`src/rtl/rx_rate_change_sequencer.sv`:
```
`default_nettype none
// +----------------------------------------------------------------------------+
// | Module      : rx_rate_change_sequencer                                      |
// | Description : Orders a receive-side speed change across the RX datapath:    |
// |               drain -> wait PhyStatus -> commit GEN + LFSR reseed ->        |
// |               wait lane re-alignment -> release. Owns the datapath GEN.     |
// | Revision    : 1.0  initial release                                          |
// +----------------------------------------------------------------------------+
module rx_rate_change_sequencer #(
  parameter int         MAX_LANES     = 16,
  parameter int         DRAIN_CYCLES  = 4,
  parameter int         PHY_TIMEOUT   = 1024,
  parameter int         ALIGN_TIMEOUT = 256,
  parameter logic [2:0] RESET_GEN     = 3'd1
) (
  input  logic                 clk,
  input  logic                 reset,
  input  logic                 rate_change_req,
  input  logic [2:0]           target_gen,
  input  logic [4:0]           numberOfDetectedLanes,
  input  logic [MAX_LANES-1:0] PhyStatus,
  input  logic [MAX_LANES-1:0] RxValid,
  input  logic [MAX_LANES-1:0] RxStartBlock,
  input  logic                 lmc_valid,
  output logic [2:0]           GEN,
  output logic                 datapath_hold,
  output logic                 descrambler_reset,
  output logic                 rate_change_done,
  output logic                 rate_change_fail,
  output logic                 busy,
  output logic [2:0]           seq_state
);

  typedef enum logic [2:0] {
    S_IDLE     = 3'd0,
    S_DRAIN    = 3'd1,
    S_WAIT_PHY = 3'd2,
    S_RECONFIG = 3'd3,
    S_ALIGN    = 3'd4,
    S_DONE     = 3'd5,
    S_FAIL     = 3'd6
  } state_t;

  // One timer serves both WAIT_PHY and ALIGN, sized for the longer of the two.
  localparam int c_TMR_MAX = (PHY_TIMEOUT > ALIGN_TIMEOUT) ? PHY_TIMEOUT : ALIGN_TIMEOUT;
  localparam int c_TMR_W   = (c_TMR_MAX > 1) ? $clog2(c_TMR_MAX) : 1;
  localparam logic [c_TMR_W-1:0] c_PHY_LAST   = c_TMR_W'(PHY_TIMEOUT - 1);
  localparam logic [c_TMR_W-1:0] c_ALIGN_LAST = c_TMR_W'(ALIGN_TIMEOUT - 1);
  // Drain exits on the cycle that completes DRAIN_CYCLES idle cycles.
  localparam logic [2:0]         c_DRAIN_LAST = 3'(DRAIN_CYCLES - 1);
  localparam logic [5:0]         c_LANES      = 6'(MAX_LANES);

  state_t                 r_state;
  logic [2:0]             r_gen;
  logic [2:0]             r_prev_gen;
  logic [2:0]             r_target;
  logic [MAX_LANES-1:0]   r_mask;
  logic [MAX_LANES-1:0]   r_seen;
  logic [2:0]             r_drain_cnt;
  logic [c_TMR_W-1:0]     r_tmr;
  logic                   r_hold;
  logic                   r_desc_rst;
  logic                   r_done;
  logic                   r_fail;
  logic                   r_busy;

  logic [5:0]             w_lane_cnt;
  logic [MAX_LANES-1:0]   w_mask;
  logic [MAX_LANES-1:0]   w_align_ind;
  logic                   w_target_legal;
  logic                   w_phy_all;
  logic                   w_align_all;

  // Active lane mask from the detected lane count (0 -> 1 lane, saturate at MAX_LANES).
  always_comb begin
    w_lane_cnt = {1'b0, numberOfDetectedLanes};
    if (w_lane_cnt == 6'd0) begin
      w_lane_cnt = 6'd1;
    end else if (w_lane_cnt > c_LANES) begin
      w_lane_cnt = c_LANES;
    end
    w_mask = '0;
    for (int i = 0; i < MAX_LANES; i++) begin
      w_mask[i] = (6'(i) < w_lane_cnt);
    end
  end

  // Alignment indication follows the already-committed GEN; completion checks include this cycle's inputs.
  always_comb begin
    w_target_legal = (target_gen >= 3'd1) && (target_gen <= 3'd5);
    w_align_ind    = (r_gen >= 3'd3) ? (RxStartBlock & RxValid) : RxValid;
    w_phy_all      = (((r_seen | PhyStatus) & r_mask) == r_mask);
    w_align_all    = (((r_seen | w_align_ind) & r_mask) == r_mask);
  end

  // Sequencer: state, counters, sticky lane collectors and every registered output.
  always_ff @(posedge clk or posedge reset) begin
    if (reset) begin
      r_state     <= S_IDLE;
      r_gen       <= RESET_GEN;
      r_prev_gen  <= RESET_GEN;
      r_target    <= RESET_GEN;
      r_mask      <= '0;
      r_seen      <= '0;
      r_drain_cnt <= '0;
      r_tmr       <= '0;
      r_hold      <= 1'b0;
      r_desc_rst  <= 1'b0;
      r_done      <= 1'b0;
      r_fail      <= 1'b0;
      r_busy      <= 1'b0;
    end else begin
      r_desc_rst <= 1'b0;
      r_done     <= 1'b0;
      r_fail     <= 1'b0;
      case (r_state)
        S_IDLE: begin
          if (rate_change_req) begin
            r_busy     <= 1'b1;
            r_prev_gen <= r_gen;
            if (!w_target_legal) begin
              r_state <= S_FAIL;
              r_fail  <= 1'b1;
            end else if (target_gen == r_gen) begin
              r_state <= S_DONE;
              r_done  <= 1'b1;
            end else begin
              r_target    <= target_gen;
              r_mask      <= w_mask;
              r_drain_cnt <= '0;
              r_state     <= S_DRAIN;
            end
          end
        end
        S_DRAIN: begin
          if (lmc_valid) begin
            r_drain_cnt <= '0;
          end else if (r_drain_cnt == c_DRAIN_LAST) begin
            r_state <= S_WAIT_PHY;
            r_hold  <= 1'b1;
            r_seen  <= '0;
            r_tmr   <= '0;
          end else begin
            r_drain_cnt <= r_drain_cnt + 3'd1;
          end
        end
        S_WAIT_PHY: begin
          if (w_phy_all) begin
            r_state    <= S_RECONFIG;
            r_desc_rst <= 1'b1;
          end else if (r_tmr == c_PHY_LAST) begin
            r_state <= S_FAIL;
            r_fail  <= 1'b1;
            r_gen   <= r_prev_gen;
          end else begin
            r_seen <= r_seen | (PhyStatus & r_mask);
            r_tmr  <= r_tmr + 1'b1;
          end
        end
        S_RECONFIG: begin
          r_gen   <= r_target;
          r_seen  <= '0;
          r_tmr   <= '0;
          r_state <= S_ALIGN;
        end
        S_ALIGN: begin
          if (w_align_all) begin
            r_state <= S_DONE;
            r_done  <= 1'b1;
          end else if (r_tmr == c_ALIGN_LAST) begin
            // Undo the GEN committed in RECONFIG.
            r_state <= S_FAIL;
            r_fail  <= 1'b1;
            r_gen   <= r_prev_gen;
          end else begin
            r_seen <= r_seen | (w_align_ind & r_mask);
            r_tmr  <= r_tmr + 1'b1;
          end
        end
        S_DONE, S_FAIL: begin
          r_hold  <= 1'b0;
          r_busy  <= 1'b0;
          r_state <= S_IDLE;
        end
        default: begin
          r_hold  <= 1'b0;
          r_busy  <= 1'b0;
          r_state <= S_IDLE;
        end
      endcase
    end
  end

  assign GEN               = r_gen;
  assign datapath_hold     = r_hold;
  assign descrambler_reset = r_desc_rst;
  assign rate_change_done  = r_done;
  assign rate_change_fail  = r_fail;
  assign busy              = r_busy;
  assign seq_state         = r_state;

endmodule
`default_nettype wire
```
`config.mk`:
```
export PLATFORM = sky130hd
export DESIGN_NAME = rx_rate_change_sequencer
export DESIGN_NICKNAME = d
export VERILOG_FILES = /design/src/rtl/rx_rate_change_sequencer.sv
export SDC_FILE = /design/constraint.sdc
export NUM_CORES = 1
export LEC_CHECK = 0
export CORE_ASPECT_RATIO = 1.75
export CORE_MARGIN = 2
export CORE_UTILIZATION = 53
export DETAILED_ROUTE_END_ITERATION = 12
export GPL_ROUTABILITY_DRIVEN = 0
export HOLD_SLACK_MARGIN = 0.15
export MAX_ROUTING_LAYER = met4
export PLACE_DENSITY = 0.81
export SYNTH_ARGS = -nofsm -noshare
export SYNTH_HDL_FRONTEND = slang
export SYNTH_SLANG_ARGS = --single-unit
```
`constraint.sdc`:
```
create_clock -name clk -period 2.8 [get_ports clk]
set_input_delay 0.56 -clock clk [delete_from_list [all_inputs] [get_ports clk]]
set_output_delay 0.56 -clock clk [all_outputs]
set_load 0.02 [all_outputs]
```
# After elaboration in Yosys (flattened, before gate mapping)
# Index checks and enable logic that the tools add are counted.
[totals]
romBits = 0
wordCells = 144
inputBits = 60
reg_bits = 62
output_inout_bits = 11
ram_bits = 0
mem_count = 0
latch_bits = 0
[classes]
n_bitwise = 12
n_eq_ne = 24
magnitude_cmp = 20
div_mod_pow = 0
n_addsub = 2
n_shift = 0
reduce_logical = 16
n_mux = 57
mul = 0
[ops]
columns = ["operator", "n"]
rows = [
  ["$mux 16", 7],
  ["$and 16x16->16", 5],
  ["$or 16x16->16", 4],
  ["$pmux 16 s4", 1],
  ["$mux 10", 6],
  ["$mux 3", 18],
  ["$lt 4x6->1 const A", 8],
  ["$pmux 10 s4", 1],
  ["$eq 16x16->1", 2],
  ["$lt 3x6->1 const A", 4],
  ["$ne 2x2->1 const B", 11],
  ["$mux 1", 15],
  ["$pmux 3 s5", 1],
  ["$reduce_and 5->1", 3],
  ["$lt 1x6->1 const A", 2],
  ["$lt 2x6->1 const A", 2],
  ["$add 10x1->10 const B", 1],
  ["$eq 10x10->1 const B", 1],
  ["$eq 10x8->1 const B", 1],
  ["$mux 5", 2],
  ["$eq 3x2->1 const B", 3],
  ["$ne 3x3->1 const B", 3],
  ["$pmux 3 s3", 1],
  ["$reduce_or 4->1", 2],
  ["22 further kinds", 27],
]

# Logic depth before layout (Yosys ltp)
# Gate-level depths: netlist (run 1).
[logic_depth]
ltp_word = 7
mapped_depth = 10

# Least setup slack after synthesis (run 1)
# OpenSTA, ideal clock, no wires.
[synth_path]
path_type = "input-to-reg"
from = "input RxStartBlock[1]"
to = "register r_gen[1], in the netlist GEN[1]"
path_slack_ns = 0.604
arrival_time_ns = 2.072
required_time_ns = 2.675
stages = 7
cell_sequence = "nor3b_1 > or4_1 > nor4_1 > a31o_2 > a21oi_2 > o21ai_2 > mux2_2"
[synth_between]
elab_chain_cells = 7
[synth_rtl]
columns = ["element", "line", "source"]
rows = [
  ["from (decl)", "23", "input logic [MAX_LANES-1:0] RxStartBlock,"],
  ["$and 16x16->16", "91", "w_align_ind = (r_gen >= 3'd3) ? (RxStartBlock & RxValid) : RxValid;"],
  ["$mux 16", "91", ""],
  ["$or 16x16->16", "93", "w_align_all = (((r_seen | w_align_ind) & r_mask) == r_mask);"],
  ["$and 16x16->16", "93", ""],
  ["$eq 16x16->1", "93", ""],
  ["$ne 2x2->1 (no source line)", "-", ""],
  ["$reduce_and 5->1 (no source line)", "-", ""],
  ["to (signal assigned)", "154", "r_gen <= r_prev_gen;"],
  ["to (signal assigned)", "161", "r_gen <= r_target;"],
  ["to (signal assigned)", "174", "r_gen <= r_prev_gen;"],
  ["to (decl)", "54", "logic [2:0] r_gen;"],
]
# Every way passes these cells.
# A chain may end at the register's enable or synchronous reset.

# Final worst setup path (run 1)
[layout_path]
from = "input RxStartBlock[1]"
to = "register r_seen[8]"
[layout_between]
elab_chain_cells = 7
[layout_rtl]
columns = ["element", "line", "source"]
rows = [
  ["$and 16x16->16", "91", ""],
  ["$mux 16", "91", ""],
  ["$or 16x16->16", "93", ""],
  ["$and 16x16->16", "93", ""],
  ["$eq 16x16->1", "93", ""],
  ["$ne 2x2->1 (no source line)", "-", ""],
  ["$reduce_and 7->1 (no source line)", "-", ""],
  ["to (signal assigned)", "156", "r_seen <= r_seen | (PhyStatus & r_mask);"],
  ["to (signal assigned)", "176", "r_seen <= r_seen | (w_align_ind & r_mask);"],
  ["to (decl)", "58", "logic [MAX_LANES-1:0] r_seen;"],
]
# Every way passes these cells.

==> results.ini, run 1 <==
[critical_path]
cp.arrival_ns = 2.81
cp_cell_sequence = clkdlybuf4s50_1 -> nor3b_1 -> or4_1 -> nor4_1 -> a31o_2 -> a21oi_2 -> buf_12 -> a41oi_1 -> nor2_1
cpPeakStageDelay_ns = 0.55
criticalPathCategory = in -> reg
cp_num_buf_inv = 2
path_delay_family = simple AND/OR/NAND/NOR gates
slowest_stage = or4_1
crit_fanout = 16
cp-end-kind = flop
start_kind = primary input
worst_ep_required_time_ns = 3.01

[final_layout]
fill_cells = 565
layout.nets = 572
ff_latch_area_um2 = 1555
final_layout_size_suffix_gt1_share_pct = 13.62
n_antenna_cell = 0
multi_input_area_um2 = 2043
area_growth_pct = 31.31

[timing]
fin_ws_ns = 0.2010
finalSetupViolations = 0
timing.final.crit_share_pct = 92.82
layout_min_cycle_time_ns = 2.599
hold_viol = 0
hold_ws_ns = 0.4845
fmax_mhz = 384.8
rsz0062_at_grt = no
slew_headroom_pct = 35.29
fin_skew_ns = 0.008273
worstMarginPinSlew_ns = 0.9707
timing.final.max_slew_violations = 0

[drt]
viasPerCell = 6.421
initialDrtViolationCount = 376
drc = 0
drt-total-wl_um = 11580
via_count = 3840
drtAntennaViolNets = 0
wire_per_inst_um = 19.36
drtPass1Iterations = 6

[global_route]
grtUsageTotal_pct = 32.53
grt_max_degree = 35
first_global_vias = 3890
grt_first_pass_wirelength_um = 18190
antenna_found_initial = 0
globalRouteOverflowTotal = 0

[yosys]
yosys_warnings = 0
synth_area_um2 = 3776
syn_nets = 490
ys_seq_area_share_pct = 41.19
synth_top_cell_by_area = dfrtp_1
netlist_instances = 427
synthTopCellsByCount = dfrtp_1, nor2_1, o21ai_0
synth_enable_flop_cells = 0
synthTopCellsByArea = dfrtp_1, nor3b_1, o21ai_0, nor2_1, mux2_2
yosysUniqueCellTypes = 56
yosysMostFrequentCell = dfrtp_1
synth_top_area_share_pct = 39.10
yosys_register_bits = 62
synthFlopType = dfrtp_1
syn_avg_cell_area_um2 = 8.843
async_flop_share_pct = 100.0

[die]
die_area_um2 = 7842
die_height_um = 115.7
core-area_um2 = 6907
die_w_um = 67.81
placementRows = 40
start_util_pct = 54.67
pin_count = 71

[power]
p_leak_nw = 2.023
ir_worst_vdd_mv = 0.7177
powerDensity_nw_per_um2 = 986.3

[status]
outcome = finished, final reports clean

[place]
place_hpwl_um = 8379
pre_cts_slack_ns = -0.09748
portBuffers = 70

[min_path]
min_path_type = reg -> reg

[clock_network]
clockBufferDepth = 2
cts_max_level = 3
cts_made_buffers = 9
root_buffer = clkbuf_16
cts_resized = 0
clk-insertion-delay-late_ns = 0.34
post_cts_buffers = 0
cts_hold_buf = 0
cts.sinks = 62
cts_tree = done
cts.clk_slew.worst_paths_ns = 0.05

[flow_run]
drv_cap = 0

-- flip-flops by register name (all words and copies together) (netlist names) --
| register | count |
|---|---|
| GEN | 3 |
| busy | 1 |
| datapath_hold | 1 |
| descrambler_reset | 1 |
| r_drain_cnt | 3 |
| r_mask | 16 |
| r_prev_gen | 3 |
| r_seen | 16 |
| r_target | 3 |
| r_tmr | 10 |
| rate_change_done | 1 |
| rate_change_fail | 1 |
| seq_state | 3 |
-- placed cells by master (no fill, tap or decap), drive strengths merged, types with 3 or more instances in the layout --
cell type | Yosys | layout
a41o | 3 | 3
nor3b | 40 | 40
clkdlybuf4s50 | 0 | 70
and3 | 5 | 5
nand3 | 8 | 8
o31ai | 4 | 4
ha | 3 | 3
o21ai | 42 | 42
dfstp | 3 | 3
nand4 | 5 | 5
inv | 12 | 12
mux2 | 13 | 13
nor2 | 41 | 41
nor3 | 5 | 5
a31oi | 12 | 12
clkbuf | 13 | 12
nand2b | 12 | 12
a21o | 6 | 6
a21oi | 27 | 27
xnor2 | 3 | 3
nor2b | 4 | 4
nand2 | 36 | 36
a41oi | 16 | 16
dfrtp | 59 | 59
nor4 | 13 | 13
or2 | 5 | 5
buf | 13 | 27
-- report_power, final --
part	internal, W	switching (W)
clock	0.000710	0.000406
sequential	0.00126	0.000368
combinational	0.000995	0.00115
total	0.00296	0.00193
-- final timing paths --
| kind | startpoint | end | slack (ns) | depth (start not counted) |
|---|---|---|---|---|
| max in group asynchronous | reset | r_mask[1]$_DFFE_PP0P_ | 1.55 | 3 |
| setup reg to reg | seq_state[2]$_DFFE_PP0P_ | r_tmr[3]$_DFFE_PP0P_ | 0.28 | 8 |
| setup / recovery | RxStartBlock[1] | r_seen[8]$_DFFE_PP0P_ | 0.20 | 9 |
| hold reg to reg | busy$_DFFE_PP0P_ | busy$_DFFE_PP0P_ | 0.48 | 1 |
| hold / removal | busy$_DFFE_PP0P_ | busy$_DFFE_PP0P_ | 0.48 | 1 |
| min in group asynchronous | reset | rate_change_done$_DFF_PP0_ | 0.55 | 2 |
-- through the flow --
stage | power, W | cells | area [um^2] | utilization [%] | TNS [ns]
floorplan | 0.002950 | 427 | 3776 | - | 0
global placement | 0.003628 | 582 | 4664 | 67.54 | -0.3516
detailed placement | 0.003716 | 582 | 4664 | 67.54 | -1.489
CTS | 0.004851 | 598 | 4959 | 71.79 | 0
global route | 0.005157 | 598 | 4959 | 71.79 | 0
finish | 0.004891 | 598 | 4959 | 71.79 | 0
-- metal layers --
| metal | up-vias | track usage [%] | wire length, um |
|---|---|---|---|
| met5 | - | - | 0 |
| met1 | 1821 | 31.50 | 3976 |
| met3 | 62 | 6.893 | 789 |
| li1 | 1748 | - | - |
| met4 | 0 | 21.33 | 705 |
| met2 | 209 | 56.34 | 6104 |
-- final cells by class --
cell class	count	share of cell area, %
Sequential cell	62	31.37
Multi-Input combinational cell	327	41.21
Inverter	12	0.9084
Clock inverter	4	0.9589
Tap cell	84	2.120
Timing Repair Buffer	97	18.47
Clock buffer	12	4.971
-- kinds of logic after synthesis --
| logic type | share of synthesized area [%] |
|---|---|
| AO/OA/AOI/OAI | 21.60 |
| flip-flops | 41.19 |
| adder cells (fa/ha/maj) | 0.9941 |
| multiplexers | 4.142 |
| XOR/XNOR | 0.6960 |
| AND/OR/NAND/NOR | 26.67 |
| buffers and inverters | 4.705 |
Power figures use the tool's default switching activity.
==> inputs of run 2 (changes only) <==
- ABC_AREA: not set -> 1
- PLACE_DENSITY: 0.81 -> 0.8
==> results.ini, run 2 <==
[yosys]
yosys.area_share.simple_pct = 37.11  ; was 26.67%
syn_avg_cell_area_um2 = 6.748  ; was 8.843 um^2
netlist_instances = 595  ; was 427
synth_area_um2 = 4015  ; was 3776 um^2
synthTopCellsByCount = nand2_1, nand3_1, nor2_1  ; was dfrtp_1, nor2_1, o21ai_0
ys_seq_area_share_pct = 38.73  ; was 41.19%
synthFlopType = dfrtp_1  ; unchanged
async_flop_share_pct = 100.0  ; unchanged
synth_top_cell_by_area = dfrtp_1  ; unchanged
synth-compound-area-share_pct = 11.75  ; was 21.60%
synth_top_family_by_area = simple AND/OR/NAND/NOR gates  ; unchanged
yosys_warnings = 0  ; unchanged
synthAdderAreaFrac_pct = 0.9349  ; was 0.9940%
yosysMostFrequentCell = nand2_1  ; was dfrtp_1
synth-xor-area-share_pct = 1.745  ; was 0.6958%
synth_enable_flop_cells = 0  ; unchanged
synth_top_area_share_pct = 36.77  ; was 39.10%
yosysUniqueCellTypes = 31  ; was 56
yosys_register_bits = 62  ; unchanged
synth_mux_area_share_pct = 0.5609  ; was 4.142%
syn_nets = 658  ; was 490
synthTopCellsByArea = dfrtp_1, nand2_1, nand3_1, nor2_1, inv_1  ; was dfrtp_1, nor3b_1, o21ai_0, nor2_1, mux2_2

[critical_path]
slowest_stage = dfstp_2  ; was or4_1
r2r_end = r_seen[7]$_DFFE_PP0P_  ; was r_tmr[3]$_DFFE_PP0P_
reg2reg_slack_ns = 0.39  ; was 0.28 ns
cp_common_cell = nand2_1
rr_startpoint = GEN[0]$_DFFE_PP1P_  ; was seq_state[2]$_DFFE_PP0P_
crit_start = GEN[0]$_DFFE_PP1P_  ; was RxStartBlock[1]
criticalPathCategory = reg -> reg  ; was in -> reg
cp-end-kind = flop  ; unchanged
cp_cell_sequence = nand2_2 -> nand2_4 -> nand2_1 -> nand3_1 -> nand2_1 -> nor2_1 -> nand2_1 -> nor2_4 -> nand2_4 -> nand2_4 -> nand2_1 -> nand2_1  ; was clkdlybuf4s50_1 -> nor3b_1 -> or4_1 -> nor4_1 -> a31o_2 -> a21oi_2 -> buf_12 -> a41oi_1 -> nor2_1
start_kind = flop  ; was primary input
cp_num_buf_inv = 0  ; was 2
cpPeakStageDelay_ns = 0.58  ; was 0.55 ns
worst_ep_required_time_ns = 3.07  ; was 3.01 ns
r2r_cells = 12  ; was 8
path_delay_family = simple AND/OR/NAND/NOR gates  ; unchanged
crit_fanout = 26  ; was 16
path_depth = 12  ; was 9
cp.arrival_ns = 2.68  ; was 2.81 ns

[clock_network]
clk-insertion-delay-late_ns = 0.34  ; about the same
cts_resized = 0  ; unchanged
cts_hold_buf = 0  ; unchanged
cts_tree = done  ; unchanged
clockBufferDepth = 2  ; unchanged
root_buffer = clkbuf_16  ; unchanged
post_cts_buffers = 0  ; unchanged
cts_max_level = 3  ; unchanged
cts_made_buffers = 9  ; unchanged
cts.sinks = 62  ; unchanged
cts.clk_slew.worst_paths_ns = 0.05  ; about the same

[min_path]
min_from = r_tmr[3]$_DFFE_PP0P_  ; was busy$_DFFE_PP0P_
min_path_type = reg -> reg  ; unchanged
hold_path_depth = 2  ; was 1
hold_end = r_tmr[3]$_DFFE_PP0P_  ; was busy$_DFFE_PP0P_

[final_layout]
layout.nets = 733  ; was 572
final_common_cell = nand2_1  ; was clkdlybuf4s50_1
final_cell_mix = nand2_1, nand3_1, nor2_1, inv_1, clkdlybuf4s50_1  ; was clkdlybuf4s50_1, dfrtp_1, nor2_1, o21ai_0, nor3b_1
area_growth_pct = 28.95  ; was 31.31%
final_layout_size_suffix_gt1_share_pct = 5.926  ; was 13.62%
utilization_pct = 69.38  ; was 71.79%
fill_cells = 655  ; was 565
n_antenna_cell = 0  ; unchanged
top_regs = r_mask: 16 flops, r_seen: 16 flops, r_tmr: 10 flops  ; unchanged

[global_route]
grt_first_pass_wirelength_um = 18930  ; was 18190 um
first_global_vias = 4216  ; was 3890
grtUsageTotal_pct = 29.56  ; was 32.53%
antenna_found_initial = 0  ; unchanged
grt_max_degree = 33  ; was 35
globalRouteOverflowTotal = 0  ; unchanged

[die]
die_w_um = 69.80  ; was 67.81 um
start_util_pct = 53.81  ; was 54.67%
die_area_um2 = 8315  ; was 7842 um^2
core-area_um2 = 7462  ; was 6907 um^2
die_height_um = 119.1  ; was 115.7 um
placementRows = 42  ; was 40
pin_count = 71  ; unchanged

[power]
p_sw_share_pct = 43.47  ; was 39.43%
power.internal_w = 0.003038  ; was 0.002962 W
finalPower_w = 0.005374  ; was 0.004891 W
power_switching_w = 0.002336  ; was 0.001928 W
powerDensity_nw_per_um2 = 1038  ; was 986.3 nW/um^2
pwr-share-clk_pct = 24.4  ; was 22.8%
p_leak_nw = 2.571  ; was 2.023 nW
ir_worst_vdd_mv = 0.5544  ; was 0.7177 mV
seqPwrFrac_pct = 27.9  ; was 33.2%
p_comb_share_pct = 47.7  ; was 44.0%

[timing]
layout_min_cycle_time_ns = 2.406  ; was 2.599 ns
hold_viol = 0  ; unchanged
timing.final.crit_share_pct = 85.95  ; was 92.82%
setup_tns_ns = 0  ; unchanged
timing.final.max_slew_violations = 0  ; unchanged
fin_skew_ns = 0.005213  ; was 0.008273 ns
finalSetupViolations = 0  ; unchanged
hold_ws_ns = 0.4851  ; was 0.4845 ns
rsz0062_at_grt = no  ; unchanged
fmax_mhz = 415.5  ; was 384.8 MHz
slew_headroom_pct = 39.84  ; was 35.29%
fin_ws_ns = 0.3935  ; was 0.2010 ns
worstMarginPinSlew_ns = 0.9014  ; was 0.9707 ns

[drt]
drtPass1Iterations = 6  ; unchanged
drtAntennaViolNets = 0  ; unchanged
wire_per_inst_um = 15.03  ; was 19.36 um
via_count = 4290  ; was 3840
drc = 0  ; unchanged
drt-total-wl_um = 11470  ; was 11580 um
viasPerCell = 5.623  ; was 6.421
initialDrtViolationCount = 393  ; was 376

[place]
pre_cts_slack_ns = 0.2965  ; was -0.09748 ns
place_hpwl_um = 8288  ; was 8379 um
portBuffers = 70  ; unchanged

[status]
outcome = finished, final reports clean  ; unchanged

[flow_run]
drv_cap = 0  ; unchanged

-- run 2: final cells by class --
class	instances	area [um^2]	area share [%]
Sequential cell	62	1555	30.04
Inverter	73	274.0	5.292
Timing Repair Buffer	81	795.8	15.37
Tap cell	88	110.1	2.127
Clock inverter	3	90.09	1.740
Clock buffer	13	260.3	5.027
Multi-Input combinational cell	443	2092	40.41
-- run 2: power groups by stage --
stage               Clock [W]  Combinational [W]  Sequential, W
floorplan                   0            0.00181        0.00150
global placement            0            0.00246        0.00149
detailed placement          0            0.00253        0.00150
CTS                   0.00132            0.00254        0.00149
global route          0.00136            0.00285        0.00154
finish                0.00131            0.00256        0.00150
-- run 2: worst min-delay path: cells and delay by family (launching register included) --
family / cells / cell delay [ns]
flip-flops: 1 / 0.35
AND/OR/NAND/NOR: 2 / 0.11
-- run 2: logic make-up after synthesis --
family | Yosys count
flip-flops | 62
AO/OA/AOI/OAI | 82
adder cells (fa/ha/maj) | 3
multiplexers | 2
buffers and inverters | 90
XOR/XNOR | 8
AND/OR/NAND/NOR | 348
-- run 2: worst max-delay path by stage --
stage	end	slack (ns)
CTS	r_seen[7]$_DFFE_PP0P_	0.43
detailed placement	r_drain_cnt[0]$_DFFE_PP0P_	0.30
finish	r_seen[7]$_DFFE_PP0P_	0.39
global placement	r_tmr[1]$_DFFE_PP0P_	0.32
floorplan	GEN[1]$_DFFE_PP0P_	0.70
global route	r_seen[4]$_DFFE_PP0P_	0.22
-- run 2: per-layer routing --
metal / track usage [%] / vias up / share of wire (%)
li1: - / 2088 / -
met5: - / - / 0
met4: 15.38 / 0 / 3.9
met2: 49.82 / 167 / 51
met3: 6.345 / 48 / 6.6
met1: 32.45 / 1987 / 39
-- run 2: metrics by stage --
step                      area [um^2]  instances
after global placement           4827        747
after floorplan                  4015        595
after CTS                        5177        763
final                            5177        763
after global routing             5177        763
after detailed placement         4827        747
